**config.mk**
```make
export PLATFORM = sky130hd
export DESIGN_NAME = dual_port_sram
export DESIGN_NICKNAME = d
export VERILOG_FILES = /design/src/rtl/sram_pkg.sv /design/src/rtl/sram_read_pipe.sv /design/src/rtl/dual_port_sram.sv
export SDC_FILE = /design/constraint.sdc
export NUM_CORES = 1
export LEC_CHECK = 0
export CAP_MARGIN = 10
export CORE_UTILIZATION = 50
export CTS_CLUSTER_DIAMETER = 50
export DETAILED_ROUTE_END_ITERATION = 10
export PLACE_DENSITY = 0.69
export SLEW_MARGIN = 20
export SYNTH_ARGS = -nofsm -noshare
export SYNTH_HDL_FRONTEND = slang
export SYNTH_HIERARCHICAL = 1
export SYNTH_SLANG_ARGS = --single-unit
```
**constraint.sdc**
```tcl
create_clock -name clk -period 6.35 [get_ports clk]
set_input_delay 1.27 -clock clk [delete_from_list [all_inputs] [get_ports clk]]
set_output_delay 1.27 -clock clk [all_outputs]
set_load 0.1 [all_outputs]
```
**src/rtl/sram_pkg.sv**
```systemverilog
// rtl/sram_pkg.sv - shared constants and FSM encoding for the SRAM family
package sram_pkg;

    localparam int BYTE_W = 8;

    // Collision behaviour selector values for the BYPASS parameter
    localparam int BYPASS_READ_FIRST    = 0;
    localparam int BYPASS_WRITE_THROUGH = 1;

    typedef enum logic {
        ST_CLEAR = 1'b0,
        ST_READY = 1'b1
    } sram_state_e;

endpackage

```
**src/rtl/sram_read_pipe.sv**
```systemverilog
// rtl/sram_read_pipe.sv - LATENCY-deep valid/data register chain for read results
// Ports: clk, rst_n (async active-low); in_valid/in_data enter stage 0;
//        out_valid/out_data leave the last stage. Data in a stage only
//        changes when a valid word moves into it, so the output holds
//        its last value between reads.
module sram_read_pipe #(
    parameter int WIDTH   = 32,
    parameter int LATENCY = 2
) (
    input  logic             clk,
    input  logic             rst_n,
    input  logic             in_valid,
    input  logic [WIDTH-1:0] in_data,
    output logic             out_valid,
    output logic [WIDTH-1:0] out_data
);

    logic [LATENCY-1:0]            valid_q;
    logic [LATENCY-1:0]            valid_d;
    logic [LATENCY-1:0]            stage_in_valid;
    logic [LATENCY-1:0][WIDTH-1:0] data_q;
    logic [LATENCY-1:0][WIDTH-1:0] data_d;
    logic [LATENCY-1:0][WIDTH-1:0] stage_in_data;

    for (genvar g = 0; g < LATENCY; g++) begin : g_stage
        if (g == 0) begin : g_head
            assign stage_in_valid[g] = in_valid;
            assign stage_in_data[g]  = in_data;
        end else begin : g_tail
            assign stage_in_valid[g] = valid_q[g-1];
            assign stage_in_data[g]  = data_q[g-1];
        end
    end

    always_comb begin
        valid_d = '0;
        data_d  = '0;
        for (int i = 0; i < LATENCY; i++) begin
            valid_d[i] = stage_in_valid[i];
            data_d[i]  = stage_in_valid[i] ? stage_in_data[i] : data_q[i];
        end
    end

    always_ff @(posedge clk or negedge rst_n) begin
        if (!rst_n) begin
            valid_q <= '0;
            data_q  <= '0;
        end else begin
            valid_q <= valid_d;
            data_q  <= data_d;
        end
    end

    assign out_valid = valid_q[LATENCY-1];
    assign out_data  = data_q[LATENCY-1];

endmodule

```
**src/rtl/dual_port_sram.sv**
```systemverilog
// rtl/dual_port_sram.sv - simple dual-port SRAM with byte enables and zero-init sweep
// Ports: clk, rst_n (async active-low);
//        write port wr_en/wr_addr/wr_data/wr_be;
//        read port rd_en/rd_addr -> rd_data/rd_valid after READ_LATENCY cycles;
//        init_done high once the post-reset clear sweep has finished.
module dual_port_sram
    import sram_pkg::*;
#(
    parameter int WIDTH        = 32,
    parameter int DEPTH        = 16,
    parameter int READ_LATENCY = 2,
    parameter int BYPASS       = 1,
    parameter int ADDR_WIDTH   = $clog2(DEPTH),
    parameter int BE_WIDTH     = WIDTH / 8
) (
    input  logic                  clk,
    input  logic                  rst_n,
    input  logic                  wr_en,
    input  logic [ADDR_WIDTH-1:0] wr_addr,
    input  logic [WIDTH-1:0]      wr_data,
    input  logic [BE_WIDTH-1:0]   wr_be,
    input  logic                  rd_en,
    input  logic [ADDR_WIDTH-1:0] rd_addr,
    output logic [WIDTH-1:0]      rd_data,
    output logic                  rd_valid,
    output logic                  init_done
);

    // One extra bit so a non-power-of-two DEPTH compares without truncation
    localparam logic [ADDR_WIDTH:0]   DEPTH_EXT = (ADDR_WIDTH + 1)'(DEPTH);
    localparam logic [ADDR_WIDTH-1:0] LAST_ADDR = ADDR_WIDTH'(DEPTH - 1);

    sram_state_e           state_q;
    sram_state_e           state_d;
    logic [ADDR_WIDTH-1:0] ptr_q;
    logic [ADDR_WIDTH-1:0] ptr_d;

    logic                  clear_we;
    logic                  wr_in_range;
    logic                  rd_in_range;
    logic                  wr_fire;
    logic                  rd_fire;
    logic [WIDTH-1:0]      rd_word;

    logic [WIDTH-1:0]      mem [DEPTH];

    // FSM state register
    always_ff @(posedge clk or negedge rst_n) begin
        if (!rst_n) begin
            state_q <= ST_CLEAR;
            ptr_q   <= '0;
        end else begin
            state_q <= state_d;
            ptr_q   <= ptr_d;
        end
    end

    // FSM next state: CLEAR walks ptr over every word, READY is terminal
    always_comb begin
        state_d = state_q;
        ptr_d   = ptr_q;
        case (state_q)
            ST_CLEAR: begin
                ptr_d = ptr_q + 1'b1;
                if (ptr_q == LAST_ADDR) begin
                    state_d = ST_READY;
                    ptr_d   = '0;
                end
            end
            ST_READY: begin
                state_d = ST_READY;
            end
            default: begin
                state_d = ST_CLEAR;
                ptr_d   = '0;
            end
        endcase
    end

    // FSM outputs
    always_comb begin
        clear_we  = (state_q == ST_CLEAR);
        init_done = (state_q == ST_READY);
    end

    assign wr_in_range = ({1'b0, wr_addr} < DEPTH_EXT);
    assign rd_in_range = ({1'b0, rd_addr} < DEPTH_EXT);
    assign wr_fire     = init_done && wr_en && wr_in_range;
    assign rd_fire     = init_done && rd_en;

    // Read word; in write-through mode a same-address write is merged in
    // lane by lane so the reader sees what the array will hold after the edge
    always_comb begin
        rd_word = '0;
        if (rd_in_range) begin
            rd_word = mem[rd_addr];
        end
        if (BYPASS == BYPASS_WRITE_THROUGH && wr_fire && (wr_addr == rd_addr)) begin
            for (int k = 0; k < BE_WIDTH; k++) begin
                if (wr_be[k]) begin
                    rd_word[k*BYTE_W +: BYTE_W] = wr_data[k*BYTE_W +: BYTE_W];
                end
            end
        end
    end

    // Storage has no reset; the clear sweep is the only initialisation
    always_ff @(posedge clk) begin
        if (clear_we) begin
            mem[ptr_q] <= '0;
        end else if (wr_fire) begin
            for (int k = 0; k < BE_WIDTH; k++) begin
                if (wr_be[k]) begin
                    mem[wr_addr][k*BYTE_W +: BYTE_W] <= wr_data[k*BYTE_W +: BYTE_W];
                end
            end
        end
    end

    sram_read_pipe #(
        .WIDTH   (WIDTH),
        .LATENCY (READ_LATENCY)
    ) u_read_pipe (
        .clk       (clk),
        .rst_n     (rst_n),
        .in_valid  (rd_fire),
        .in_data   (rd_word),
        .out_valid (rd_valid),
        .out_data  (rd_data)
    );

endmodule

```
* After elaboration in Yosys (flattened, before gate mapping)
Memory sizes are Yosys's and may differ from the RTL's.
Index checks and enable logic that the tools add are counted.
** Cells by class
- Add/subtract/negate cells :: 1
- Eq/ne operators :: 2
- Muxes and demuxes :: 28
- Bitwise operators :: 1
- Reduce and logical (&&, ||, !) cells :: 4
** Operator list (number)
- two-way mux 32 bit :: 2
- two-way mux 8 bit :: 4
- OR reduction 32 bit :: 1
- two-way mux 1 bit :: 18
- two-way mux 4 bit :: 3
- adder 4 x 1 -> 4 bit (second input constant) :: 1
- equality test 4 bit :: 1
- equality test 4 bit (second input constant) :: 1
- logical AND 1 bit :: 3
- case mux 1 bit (2 select lines) :: 1
- inverter 1 bit :: 1
** Word-level totals
- Bits in registers :: 71
- RAM bits :: 512
- Output and inout bits :: 34
- Word-level logic and storage cells :: 42
- Memories kept :: 1
** Memories
- mem :: words 16, bits a word 32, read ports 1, clocked after memory_dff 0, write ports 1, RTL line dual_port_sram.sv:45 : logic [WIDTH-1:0] mem [DEPTH];

* Longest topological paths before layout
- Depth in word-level cells :: 6
- Mapped depth :: 9

* Modules after synthesis
Netlist, hierarchy kept.
** By module, submodules not included
- dual_port_sram :: times used 1, cells an instance 1054, area an instance 21000.1 µm², seq. area each 15499.9 µm²
- sram_read_pipe :: times used 1, cells an instance 170, area an instance 2980.4 µm², seq. area each 1651.6 µm²

* Worst setup path before layout
Ideal clock, no wire load.
- Path type :: in2reg
- Start :: in wr_en
- End :: mem mem[12][24], enable pin
- Library setup time :: 383 ps
- Arrival time :: 3001 ps
- Required time :: 5967 ps
- Setup slack :: 2965 ps
- Cell stages on the path :: 6
- Buffers on the path :: 2
- Cells stage by stage :: buf_2 > nand2_1 > nor2_2 > mux2_2 > clkbuf_1 > nor3_1
** Between the ends
- Cells in the longest elaborated chain, start to end :: 6
** RTL lines
- start, declared :: RTL line dual_port_sram.sv:18 : input logic wr_en,
- logical AND 1 bit (*) :: RTL line dual_port_sram.sv:88 : assign wr_fire = init_done && wr_en && wr_in_range;
- two-way mux 1 bit :: RTL line dual_port_sram.sv:111 : end else if (wr_fire) begin
- two-way mux 1 bit :: RTL line dual_port_sram.sv:109 : if (clear_we) begin
- two-way mux 1 bit (not written as such) :: RTL line dual_port_sram.sv:114 : mem[wr_addr][k*BYTE_W +: BYTE_W] <= wr_data[k*BYTE_W +: BYTE_W];
- OR reduction 32 bit (no source line)
- two-way mux 4 bit (no source line)
- end, declared :: RTL line dual_port_sram.sv:45
Mark *: on every way between the ends. The rest lies on a longest branch, timed or not.

* Worst setup path after layout
- Start :: in wr_en
- End :: mem mem[12][12], enable pin
Same word-level chain as after synthesis.

==> metrics.csv <==
stage;metric;value;unit
pwr;ir_drop;0.1855;mV
clock_network;clock-sinks;583;
pwr;clkPwrFrac;41.9;%
pwr;finalPower;8.916;mW
sta;relSlewSlack;23.87;%
finish;fin_nets;1332;
sta;hold_viol;0;
clock_network;post_cts_resized;0;
sta;max_freq;226.3;MHz
pwr;sw_frac_of_total;23.48;%
synth;async_flop_share;12.18;%
synth;avgSynthCellArea;19.59;µm²
clock_network;clockBufferDepth;3;
grt;grt_max_degree;74;
synth;synth_top_area_share;64.11;%
detailed_routing;drtAntennaViolNets;0;
setup_path;crit_path_max_fanout;23;
synth;yosysSeqAreaShare;71.52;%
pwr;p_per_area;326.7;nW/µm²
clock_network;cts_root_buf;clkbuf_16;
detailed_routing;wl_per_cell;27.66;µm
synth;syn_area;23980;µm²
clock_network;cts_made_buffers;58;
detailed_routing;wirelength;53610;µm
detailed_routing;routed_via_density;6.090;
synth;yosysTopAreaCell;edfxtp_1;
clock_network;cts_setup_buffers;0;
setup_path;ff2ff_setup_slack;2.50;ns
sta;rsz0062_at_grt;no;
placement;dpl_worst_slack;1.298;ns
setup_path;worst_setup_path_end_kind;flip-flop;
placement;dpl.hpwl;33590;µm
pwr;leakage;9.926;nW
grt;grtUsageTotal;22.30;%
floorplanning;initial_core_util;51.08;%
detailed_routing;via_count;11800;
placement;gp_congestion;0.7783;
sta;setup-violations-final;0;
synth;synth_edf_count;512;
clock_network;path_clk_slew;0.06;ns
pwr;seqPwrFrac;48.1;%
sta;tightest_slew;1.133;ns
floorplanning;io_pins;82;
worst_hold_path;hp-class;reg2reg;
setup_path;critPathKind;in2reg;
sta;min_period;4.420;ns
floorplanning;die_h;221;µm
synth;syn_nets;1273;
synth;ys.flop_type;edfxtp_1;
placement;numPortBuffers;81;
grt;grt_pass1_vias;12150;
detailed_routing;dr.pass1.iters;6;
sta;min_period_over_period;69.60;%
floorplanning;die_area;48840;µm²
synth;synthCells;1224;
finish;antenna_cells;0;
finish;final.fill_count;3326;
detailed_routing;drc_errors;0;
clock_network;cts_hold_buf;0;
synth;yosysUniqueCellTypes;37;
floorplanning;rows;79;
grt;overflow;0;
sta;final-max-slew-violation-count;0;
synth;synth.area.top_cells;edfxtp_1 (64%), mux4_2 (9.4%), dfrtp_1 (7.4%), mux2_4 (3.8%), mux2i_1 (3.5%);
grt;antenna_found_initial;0;
floorplanning;die_x;221;µm
grt;grt_pass1_wl;80150;µm
sta;fin_setup_tns;0;ns
setup_path;critPathLaunchType;input port;
synth;synth-seq-cells;583;
setup_path;crit_required;6.58;ns
job;max-cap-violations;0;
pwr;total_switching_power;2.093;mW
status;status;completed;
finish;drive_gt1_share;27.65;%
clock_network;cts_tree;yes;
clock_network;clk_latency;0.62;ns
finish;area_delta_synth_final;13.81;%
finish;regArea;17150;µm²
sta;fin_skew;0.01662;ns
detailed_routing;drt_iter0_drc;1115;
setup_path;arrival;4.65;ns
floorplanning;core-area;46950;µm²
sta;setup_ws;1.930;ns
clock_network;h-tree-depth;2;
synth;yosysWarnings;6;
finish;multiInputGateArea;6266;µm²
pwr;internal_power;6.822;mW
pwr;pwr-share-comb;10.0;%
==> power by group through the flow <==
stage          logic (mW)  clock network, mW  registers [mW]
6_report            0.893               3.73            4.29
3_5_place_dp        0.891                  0            4.37
3_3_place_gp        0.883                  0            4.37
5_1_grt             0.931               3.91            4.30
2_1_floorplan       0.701                  0            4.36
4_1_cts             0.894               3.78            4.29
==> critical path, stage by stage <==
cell             delay [ns]
clkdlybuf4s50_1        0.64
nand2_1                0.20
nor2_4                 0.69
buf_16                 0.25
mux2_2                 0.59
nor3_1                 0.99
==> routing by layer <==
| layer | wire [µm] | share of wire [%] | track usage [%] | vias to the layer above |
|---|---|---|---|---|
| met5 | 0 | 0 | 0 | - |
| met1 | 22290 | 42 | 31.61 | 6072 |
| met3 | 4290 | 8.0 | 4.714 | 86 |
| met2 | 25690 | 48 | 34.92 | 604 |
| met4 | 1340 | 2.5 | 6.880 | 0 |
| li1 | - | - | - | 5040 |
==> logic make-up after synthesis <==
logic type               share of synthesized area (%)
multiplexers                                     18.81
XOR/XNOR                                        0.1826
flip-flops                                       71.52
buffers and inverters                            3.146
adder cells (fa/ha/maj)                        0.05217
AO/OA/AOI/OAI                                    2.280
AND/OR/NAND/NOR                                  4.002
==> layout make-up <==
class | instances | share of cell area [%]
Sequential cell | 583 | 62.85
Multi-Input combinational cell | 534 | 22.96
Clock buffer | 64 | 5.478
Timing Repair Buffer | 105 | 3.723
Tap cell | 607 | 2.783
Clock inverter | 44 | 2.196
Inverter | 1 | 0.01375
==> worst paths after layout <==
check / cells after the start / start / to
min: 1 / u_read_pipe/data_q[12] / u_read_pipe/out_data[12]
min reg2reg: 1 / u_read_pipe/data_q[12] / u_read_pipe/out_data[12]
max: 6 / wr_en / mem[12][12]
min in group asynchronous: 1 / rst_n / u_read_pipe/data_q[28]
max reg2reg: 5 / init_done / mem[12][12]
max in group asynchronous: 2 / rst_n / u_read_pipe/valid_q[0]
==> per-stage QoR <==
stage / cells / cell area (µm²) / util (%) / hold WS (ns)
floorplan: 1224 / 23980 / - / 0.3745
global placement: 1829 / 25000 / 53.24 / 0.4910
detailed placement: 1830 / 25050 / 53.34 / 0.4927
CTS: 1938 / 27140 / 57.80 / 0.5116
global route: 1938 / 27290 / 58.13 / 0.5237
finish: 1938 / 27290 / 58.13 / 0.5094
==> sequential cells by signal (all words and copies together) (netlist names) <==
signal / flops
ptr_q: 4
u_read_pipe/data_q: 32
u_read_pipe/valid_q: 2
u_read_pipe/out_data: 32
mem: 512
init_done: 1
==> cell usage in the layout, fill, tap and decap left out, drive strengths merged <==
cell / instances
nor2b: 39
ha: 1
mux4: 100
xnor2: 1
o21ai: 2
and2: 33
nor3: 65
clkinvlp: 6
clkdlybuf4s50: 76
o22ai: 28
nand3: 12
clkinv: 20
nand2: 10
mux2i: 90
xor2: 4
a21oi: 1
mux2: 99
buf: 29
nor4: 1
o31ai: 1
nor2: 8
bufinv: 14
dfrtp: 71
inv: 5
a22oi: 4
a21boi: 4
nand2b: 2
edfxtp: 512
a221o: 28
a31o: 1
clkbuf: 64
==> cells in the mapped netlist, types with 4 or more instances <==
cell,n
clkbuf_1,18
buf_4,35
buf_12,7
nand3_2,4
and2_1,33
dfrtp_1,71
mux2i_1,85
xor2_1,4
nor2_1,5
mux4_2,100
nor3_1,64
edfxtp_1,512
o22ai_1,28
nand3_1,8
nand2_1,10
mux2_1,4
nor2b_1,39
buf_6,8
a22oi_1,4
mux2i_2,5
buf_2,38
a221o_1,28
mux2_4,60
a21boi_1,4
mux2_2,35
Power figures use the tool's default switching activity.
